File: src/rtl/cpu_defs.sv
// Shared CPU definitions: main-TLB lookup result, micro-TLB entry layout and sizing.
package cpu_defs;

  localparam int unsigned ITLB_ENTRIES = 4;
  localparam int unsigned VPN_W        = 20;
  localparam int unsigned PFN_W        = 20;
  localparam int unsigned CFLAG_W      = 3;

  typedef struct packed {
    logic               miss;
    logic               valid;
    logic               dirty;
    logic [CFLAG_W-1:0] cache_flag;
    logic [31:0]        phys_addr;
  } tlb_result_t;

  typedef struct packed {
    logic               valid;
    logic [VPN_W-1:0]   vpn;
    logic [PFN_W-1:0]   pfn;
    logic [CFLAG_W-1:0] cached;
  } itlb_entry_t;

  typedef enum logic {
    S_IDLE,
    S_REFILL
  } itlb_state_t;

endpackage

File: src/rtl/itlb_match.sv
// Fully-associative VPN compare over the micro-TLB; lowest matching index wins.
module itlb_match
  import cpu_defs::*;
#(
  parameter int unsigned ENTRIES = ITLB_ENTRIES,
  parameter int unsigned IDX_W   = $clog2(ENTRIES)
) (
  input  itlb_entry_t      entries [ENTRIES],
  input  logic [VPN_W-1:0] vpn,
  output logic             hit,
  output logic [IDX_W-1:0] hit_idx
);

  always_comb begin
    hit     = 1'b0;
    hit_idx = '0;
    for (int i = int'(ENTRIES) - 1; i >= 0; i--) begin
      if (entries[i].valid && (entries[i].vpn == vpn)) begin
        hit     = 1'b1;
        hit_idx = IDX_W'(i);
      end
    end
  end

endmodule

File: src/rtl/itlb_cache.sv
// Instruction micro-TLB: 1-cycle hits from local entries, one-cycle main-TLB
// lookup on a miss, refill only with valid translations.
module itlb_cache
  import cpu_defs::*;
#(
  parameter int unsigned ENTRIES = ITLB_ENTRIES,
  parameter int unsigned IDX_W   = $clog2(ENTRIES)
) (
  input  logic               clk,
  input  logic               rst,
  input  logic               flush,
  input  logic               req_valid,
  input  logic [31:0]        req_vaddr,
  output logic               req_ready,
  output logic               resp_valid,
  output logic [31:0]        resp_paddr,
  output logic               resp_miss,
  output logic               resp_invalid,
  output logic [CFLAG_W-1:0] resp_cached,
  output logic [31:0]        tlb_vaddr,
  input  tlb_result_t        tlb_result
);

  itlb_state_t       state;
  itlb_entry_t       entries [ENTRIES];
  logic [IDX_W-1:0]  ptr;
  logic [31:0]       saved_vaddr;

  logic              hit;
  logic [IDX_W-1:0]  hit_idx;
  logic              free_found;
  logic [IDX_W-1:0]  free_idx;
  logic [IDX_W-1:0]  victim;
  logic              fill_en;
  logic              unused_dirty;

  assign unused_dirty = tlb_result.dirty;

  itlb_match #(
    .ENTRIES (ENTRIES),
    .IDX_W   (IDX_W)
  ) u_match (
    .entries (entries),
    .vpn     (req_vaddr[31:12]),
    .hit     (hit),
    .hit_idx (hit_idx)
  );

  assign req_ready = (state == S_IDLE);
  // Outside a refill the lookup port just follows the request address.
  assign tlb_vaddr = (state == S_REFILL) ? saved_vaddr : req_vaddr;

  // Victim: lowest free slot, else the round-robin pointer.
  always_comb begin
    free_found = 1'b0;
    free_idx   = '0;
    for (int i = int'(ENTRIES) - 1; i >= 0; i--) begin
      if (!entries[i].valid) begin
        free_found = 1'b1;
        free_idx   = IDX_W'(i);
      end
    end
  end

  assign victim  = free_found ? free_idx : ptr;
  assign fill_en = (state == S_REFILL) && !flush && !tlb_result.miss && tlb_result.valid;

  always_ff @(posedge clk) begin
    if (rst) begin
      state        <= S_IDLE;
      ptr          <= '0;
      saved_vaddr  <= '0;
      resp_valid   <= 1'b0;
      resp_paddr   <= '0;
      resp_miss    <= 1'b0;
      resp_invalid <= 1'b0;
      resp_cached  <= '0;
      for (int i = 0; i < int'(ENTRIES); i++) begin
        entries[i] <= '0;
      end
    end else begin
      resp_valid <= 1'b0;
      case (state)
        S_IDLE: begin
          if (req_valid) begin
            if (hit) begin
              resp_valid   <= 1'b1;
              resp_paddr   <= {entries[hit_idx].pfn, req_vaddr[11:0]};
              resp_miss    <= 1'b0;
              resp_invalid <= 1'b0;
              resp_cached  <= entries[hit_idx].cached;
            end else begin
              saved_vaddr <= req_vaddr;
              state       <= S_REFILL;
            end
          end
        end
        S_REFILL: begin
          resp_valid   <= 1'b1;
          resp_paddr   <= tlb_result.phys_addr;
          resp_miss    <= tlb_result.miss;
          resp_invalid <= !tlb_result.miss && !tlb_result.valid;
          resp_cached  <= tlb_result.cache_flag;
          state        <= S_IDLE;
          if (fill_en) begin
            entries[victim] <= '{valid:  1'b1,
                                 vpn:    saved_vaddr[31:12],
                                 pfn:    tlb_result.phys_addr[31:12],
                                 cached: tlb_result.cache_flag};
            if (!free_found) begin
              ptr <= IDX_W'(ptr + 1'b1);
            end
          end
        end
        default: state <= S_IDLE;
      endcase
      // Flush wins over any fill; a hit resolved this cycle still responds.
      if (flush) begin
        for (int i = 0; i < int'(ENTRIES); i++) begin
          entries[i].valid <= 1'b0;
        end
        ptr <= '0;
      end
    end
  end

endmodule

File: config.mk
export PLATFORM = sky130hd
export DESIGN_NAME = itlb_cache
export DESIGN_NICKNAME = d
export VERILOG_FILES = /design/src/rtl/cpu_defs.sv /design/src/rtl/itlb_match.sv /design/src/rtl/itlb_cache.sv
export SDC_FILE = /design/constraint.sdc
export NUM_CORES = 1
export LEC_CHECK = 0
export ABC_CLOCK_PERIOD_IN_PS = 3450
export BUFFER_PORTS_ARGS = -buffer_cell sky130_fd_sc_hd__buf_2
export CELL_PAD_IN_SITES_DETAIL_PLACEMENT = 1
export CELL_PAD_IN_SITES_GLOBAL_PLACEMENT = 2
export CORE_ASPECT_RATIO = 1.75
export CORE_UTILIZATION = 35
export CTS_CLUSTER_SIZE = 20
export DETAILED_ROUTE_END_ITERATION = 8
export PLACE_DENSITY_LB_ADDON = 0.1
export SYNTH_ARGS = -nofsm -noshare
export SYNTH_HDL_FRONTEND = slang
export SYNTH_SLANG_ARGS = --single-unit
File: constraint.sdc
create_clock -name clk -period 3.45 [get_ports clk]
set_clock_uncertainty 0.15 [all_clocks]
set_input_delay 0.1725 -clock clk [delete_from_list [all_inputs] [get_ports clk]]
set_output_delay 0.1725 -clock clk [all_outputs]
set_load 0.02 [all_outputs]
After elaboration in Yosys (flattened, before gate mapping). Cells that the tools add are included.

Flip-flop bits (word level): 249. Input port bits: 74. Output and inout port bits: 71. Word-level logic and storage cells: 96.

Add/subtract/negate cells: 1. Order comparisons: 3. Eq/ne operators: 6. Multiplexer cells: 40. Bitwise operators: 5. Reduce and logical (&&, ||, !) cells: 17.

Operators with widths (number): bitwise mux 176 bit (1); 2-to-1 mux 32 bit (3); binary-select mux 44 bit (select 2 bit) (1); demux 44 bit (select 2 bit) (1); == test 20 bit (4); case mux 32 bit (2 select lines) (1); 2-to-1 mux 23 bit (2); 2-to-1 mux 44 bit (1); 2-to-1 mux 2 bit (9); 2-to-1 mux 1 bit (14); logical AND 1 bit (9); case mux 1 bit (2 select lines) (4); greater-or-equal comparator 3 bit (second input constant) (2); 2-to-1 mux 3 bit (2); inverter 2 -> 3 bit (2); case mux 3 bit (2 select lines) (1); AND reduction 3 bit (2); AND reduction 2 bit (2); zero test 1 bit (3); < comparator 3 x 1 -> 1 bit (second input constant) (1); inverter 1 bit (3); adder 2 x 1 -> 2 bit (second input constant) (1); != test 2 x 1 -> 1 bit (second input constant) (1); != test 2 bit (second input constant) (1); OR reduction 2 bit (1).

Logic depth before layout (Yosys ltp).
Depth after elaboration: 13. Gate-level depth with buffers: 11.

By module. Synthesis repeated with hierarchy kept, for this count alone.

Cells, all modules: 1132. Area, all modules: 11728.7 µm².

By module, submodules not included: itlb_cache (instances 1, cells an instance 1017, area an instance 10794.1 µm², seq. area each 4984.8 µm²); itlb_match (instances 1, cells an instance 115, area an instance 934.6 µm², seq. area each 0.0 µm²).

Worst setup path before layout. No wires, ideal clock.

Path kind: input -> register. From: in req_vaddr[17]. To: reg resp_cached[0]. Library setup time: 0.064 ns. Arrival: 2.313 ns. Data required time: 3.236 ns. Setup slack: 0.923 ns. Stages: 11. Path through: buf_4 -> xor2_1 -> nor4_1 -> nand4_1 -> or4_4 -> a41oi_4 -> or2_1 -> buf_6 -> buf_6 -> o22ai_1 -> nor2_1.

Cells in the longest elaborated chain, start to end: 13. Elaborated cells on any way between the ends: 25. Classes of those cells: eq/ne: 5; mux: 14; bitwise: 1; reduce/logical: 5.

RTL lines: start: declaration (RTL line itlb_cache.sv:13) `input logic [31:0] req_vaddr,`; == test 20 bit (RTL line itlb_match.sv:18) `if (entries[i].valid && (entries[i].vpn == vpn)) begin`; logical AND 1 bit (RTL line itlb_match.sv:18); 2-to-1 mux 2 bit (4 in series) (RTL line itlb_match.sv:18); inverter 2 -> 3 bit (not written as such) (RTL line itlb_cache.sv:91) `resp_cached <= entries[hit_idx].cached;`; binary-select mux 44 bit (select 2 bit) (RTL line itlb_cache.sv:91); 2-to-1 mux 23 bit (not written as such) (2 in series) (RTL line itlb_cache.sv:91); 2-to-1 mux 3 bit (RTL line itlb_cache.sv:86) `if (hit) begin`; 2-to-1 mux 3 bit (RTL line itlb_cache.sv:85) `if (req_valid) begin`; case mux 3 bit (2 select lines) (RTL line itlb_cache.sv:83) `case (state)`; end signal: assignment (RTL line itlb_cache.sv:91); end signal: assignment (RTL line itlb_cache.sv:103) `resp_cached <= tlb_result.cache_flag;`; end: declaration (RTL line itlb_cache.sv:19) `output logic [CFLAG_W-1:0] resp_cached,`.

Parallel ways exist; a longest one is shown, timed or not. The select of a mux whose other input is x is not followed. A chain may end at the register's enable or synchronous reset.

Final worst setup path.
From: in req_vaddr[17]. To: reg resp_paddr[6].

Cells in the longest elaborated chain, start to end: 8. Elaborated cells on any way between the ends: 14. Classes of those cells: eq/ne: 5; mux: 4; reduce/logical: 5.

RTL lines: == test 20 bit (RTL line itlb_match.sv:18); logical AND 1 bit (RTL line itlb_match.sv:18); 2-to-1 mux 1 bit (3 in series) (RTL line itlb_match.sv:18); 2-to-1 mux 1 bit * (RTL line itlb_match.sv:18); != test 2 x 1 -> 1 bit (no source line) *; AND reduction 2 bit (no source line) *; end signal: assignment (RTL line itlb_cache.sv:88) `resp_paddr <= {entries[hit_idx].pfn, req_vaddr[11:0]};`; end signal: assignment (RTL line itlb_cache.sv:100) `resp_paddr <= tlb_result.phys_addr;`; end: declaration (RTL line itlb_cache.sv:16) `output logic [31:0] resp_paddr,`.

Every way passes the cells marked *; elsewhere a longest branch is shown, timed or not.

==> summary.md <==
| Metric | Value |
|---|---|
| Post-synth EDFFs | 0 |
| Crit path max fanout | 6 |
| Simple-gate share of the synthesized area | 0.177 |
| Die Width | between 100 and 150 microns |
| Final period utilization | 0.984 |
| Synth Cell Area | 10800 sq um |
| Ports | 145 |
| Sequential share of power | 0.473 |
| # rows | 84 |
| Die ar. | 31700 sq um |
| Clock sinks | around 250 |
| CTS tree | done |
| Die height | around 230 microns |
| CP startpoint kind | input port |
| Initial DRT Pass Iterations | 5 |
| Vias after detailed routing | 9618 |
| Seq cells post-synth | approximately 250 |
| Routed wire length per instance | 20.4 microns |
| Endpoints failing hold | 0 |
| Sw Share | 0.256 |
| Gp weighted congestion | around 0.8 |
| Post-Synth XOR/XNOR Area | 0.0663 |
| Leak pwr | 4.81 nW |
| Proportion of synthesized area in mux cells | 0.116 |
| Cts bufs inserted | 26 |
| Final setup viols | 0 |
| Ys flop type | dfxtp_1 |
| Final nets | 1536 |
| Syn Inst Count | 1283 |
| Syn_area_per_cell | around 8.4 sq um |
| Initial DRC Count | approximately 370 |
| R2R setup slack | 0.09 ns |
| Yosys warning total | 0 |
| Post-Synth Adder-Cell Area | 0 |
| Setup CP Type | in -> reg |
| Crit Reg-Reg Endpoint | resp_paddr[6]$_SDFFE_PP0P_ |
| RR Startpoint | entries[161]$_SDFFE_PP0P_ |
| Sw power | approximately 1.6 mW |
| Gr ovfl total | 0 |
| Worst-path clk slew | around 0.060 ns |
| Max Clk Rate | 295 MHz |
| Syn nets | between 1000 and 1500 |
| Hold crit path type | in -> reg |
| Rel. slew slack | 0.432 |
| Setup TNS | 0 ns |
| Commonest cells after routing, fill and taps aside | 354 x nand2_1, 248 x dfxtp_1, 174 x a21oi_1 |
| DP Cell Count | 1737 |
| Post-route ant nets | 0 |
| Commonest non-fill, non-tap cell in the layout | nand2_1 |
| WHS | ~0.094 ns |
| Starting Density | 0.358 |
| Reg2reg path depth | 9 |
| Register area share after synthesis | 0.460 |
| DRC errors left | 0 |
| Vias/cell | 5.15 |
| Slew Limit Fails | 0 |
| Vias in the first global route | ~10000 |
| WL met2 | 20900 microns |
| Pwr Total | roughly 6.3 mW |
| Final Critical Period | 3.40 ns |
| Metal-1 WL | 14900 microns |
| Skew-Pair Late Insertion Delay | around 0.54 ns |
| Peak supply drop | 440 uV |
| CP Data Arrival Time | 3.66 ns |
| Cell-internal power | 4.69 mW |
| Combinational share of power | 0.102 |
| Crit path to | resp_paddr[6]$_SDFFE_PP0P_ |
| Clock tree buffer depth | 3 |
| # port buffers | 143 |
| Largest family of logic cells by synthesized area | simple AND/OR/NAND/NOR gates |
| Top Metal Used | met4 |
| Final HPWL DP | 24100 microns |
| DR WL met3 | 881 microns |
| Slew @ Worst Pin | roughly 0.85 ns |
| Finished Core Util | 0.449 |
| Largest net degree at the start of global routing | 89 |
| Status | completed |
| Required time worst endpoint | 3.71 ns |
| Total routed wirelength | 38200 microns |
| H-tree depth | 1 |
| Yosys cell types | 38 |
| Clock Power Share | 0.425 |
| CP startpoint | req_vaddr[17] |
| Asr flop ratio synth | 0 |
| Number of inserted diodes | 0 |
| Clk root buf | clkbuf_16 |
| Non-Filler Instances | around 1900 |
| Share of post-route cells with drive strength above 1 | 0.183 |
| Kind of end point of the critical path | flip-flop |
| Gr usage total | 0.242 |
| Compound-Gate Fraction of Synth Area | 0.132 |
| Max cap viols | 0 |
| Initial antenna violation count | 0 |
| Core ar. | 30300 sq um |
| First-pass GRT wire length | 58500 microns |
| Area growth syn-to-layout | 25.3% |
| Power Density | 464 nW/um^2 |
-- power by group through the flow --
stage / Clock, mW / Combinational (mW) / Sequential [mW]
detailed placement: 0 / 0.575 / 3.05
floorplan: 0 / 0.320 / 3.06
finish: 2.68 / 0.644 / 2.98
global placement: 0 / 0.570 / 3.04
CTS: 2.76 / 0.655 / 2.98
global route: 2.86 / 0.691 / 2.99
-- how the worst min path moves through the flow --
stage / cells past startpoint / startpoint / to / slack (ns)
6_report: 3 / req_vaddr[14] / saved_vaddr[14]$_SDFFE_PP0P_ / 0.09
5_1_grt: 3 / req_vaddr[14] / saved_vaddr[14]$_SDFFE_PP0P_ / 0.11
4_1_cts: 4 / req_vaddr[1] / saved_vaddr[1]$_SDFFE_PP0P_ / 0.28
3_5_place_dp: 2 / flush / ptr[0]$_SDFFE_PP0P_ / 0.27
3_3_place_gp: 2 / flush / ptr[0]$_SDFFE_PP0P_ / 0.26
2_1_floorplan: 1 / flush / ptr[0]$_SDFFE_PP0P_ / 0.1
-- flip-flops by register name, indices dropped and copies added, names as in the netlist --
register,count
resp_miss,1
resp_cached,3
saved_vaddr,32
ptr,2
entries,176
resp_invalid,1
resp_valid,1
state,1
resp_paddr,32
-- synth_stat cells (2+ instances only) --
cell | number | area (sq um)
nand2_1 | 356 | 1340
dfxtp_1 | 249 | 4980
a21oi_1 | 174 | 871
mux2i_1 | 90 | 901
nor2_1 | 78 | 293
clkbuf_1 | 72 | 270
xnor2_1 | 54 | 473
mux2_2 | 32 | 360
xor2_1 | 28 | 245
a221o_1 | 23 | 230
o22ai_1 | 22 | 138
buf_2 | 17 | 85.1
a211oi_1 | 14 | 105
nand4_1 | 14 | 87.6
nor4_1 | 10 | 62.6
buf_6 | 9 | 101
nand3_1 | 5 | 25.0
nor3_1 | 5 | 25.0
buf_4 | 4 | 30.0
inv_1 | 4 | 15.0
o21a_1 | 4 | 30.0
buf_1 | 2 | 7.51
nor3b_1 | 2 | 15.0
-- metal layers --
| layer | vias to the layer above | GRT usage |
|---|---|---|
| met1 | 4750 | 0.259 |
| li1 | 4661 | - |
| met5 | - | 0 |
| met2 | 148 | 0.469 |
| met4 | 0 | 0.0953 |
| met3 | 59 | 0.0252 |
-- per-stage QoR --
stage	setup slack, ns	instance area [sq um]
2_1_floorplan	0.923	10800
3_3_place_gp	0.359	11900
3_5_place_dp	0.336	11900
4_1_cts	0.0273	13600
5_1_grt	-0.00333	13600
6_report	0.0547	13600
-- critical path: stages --
cell and delay (ns):
dlygate4sd3_1 0.55, buf_2 0.20, xor2_1 0.24, nor4_1 0.31, nand4_1 0.22, or4_4 0.51
a41oi_4 0.36, clkbuf_16 0.22, mux2i_1 0.18, a211oi_1 0.09, dlygate4sd3_1 0.61
-- what timing repair did --
action,4_1_cts,5_1_grt
buffers inserted,0,8
gates resized for setup,0,6
hold buffers,83,0
endpoints found under the hold margin,168,0
endpoints found under the setup margin,0,11
-- kinds of logic (layout without fill, tap and decap cells) --
group	after synthesis	count (layout)
AND/OR/NAND/NOR	479	479
XOR/XNOR	82	82
multiplexers	122	122
flip-flops	249	249
AO/OA/AOI/OAI	242	242
buffers and inverters	109	305
-- layout make-up --
type                    instances  area, sq um
clock buffers                  38          747
repair buffers                256         1890
clock inverters                 7         40.0
multi-input cells             925         5420
inverters                       4         15.0
fillers                      3653        16700
well taps                     387          484
flip-flops and latches        249         4990
(Power assumes the default switching activity.)
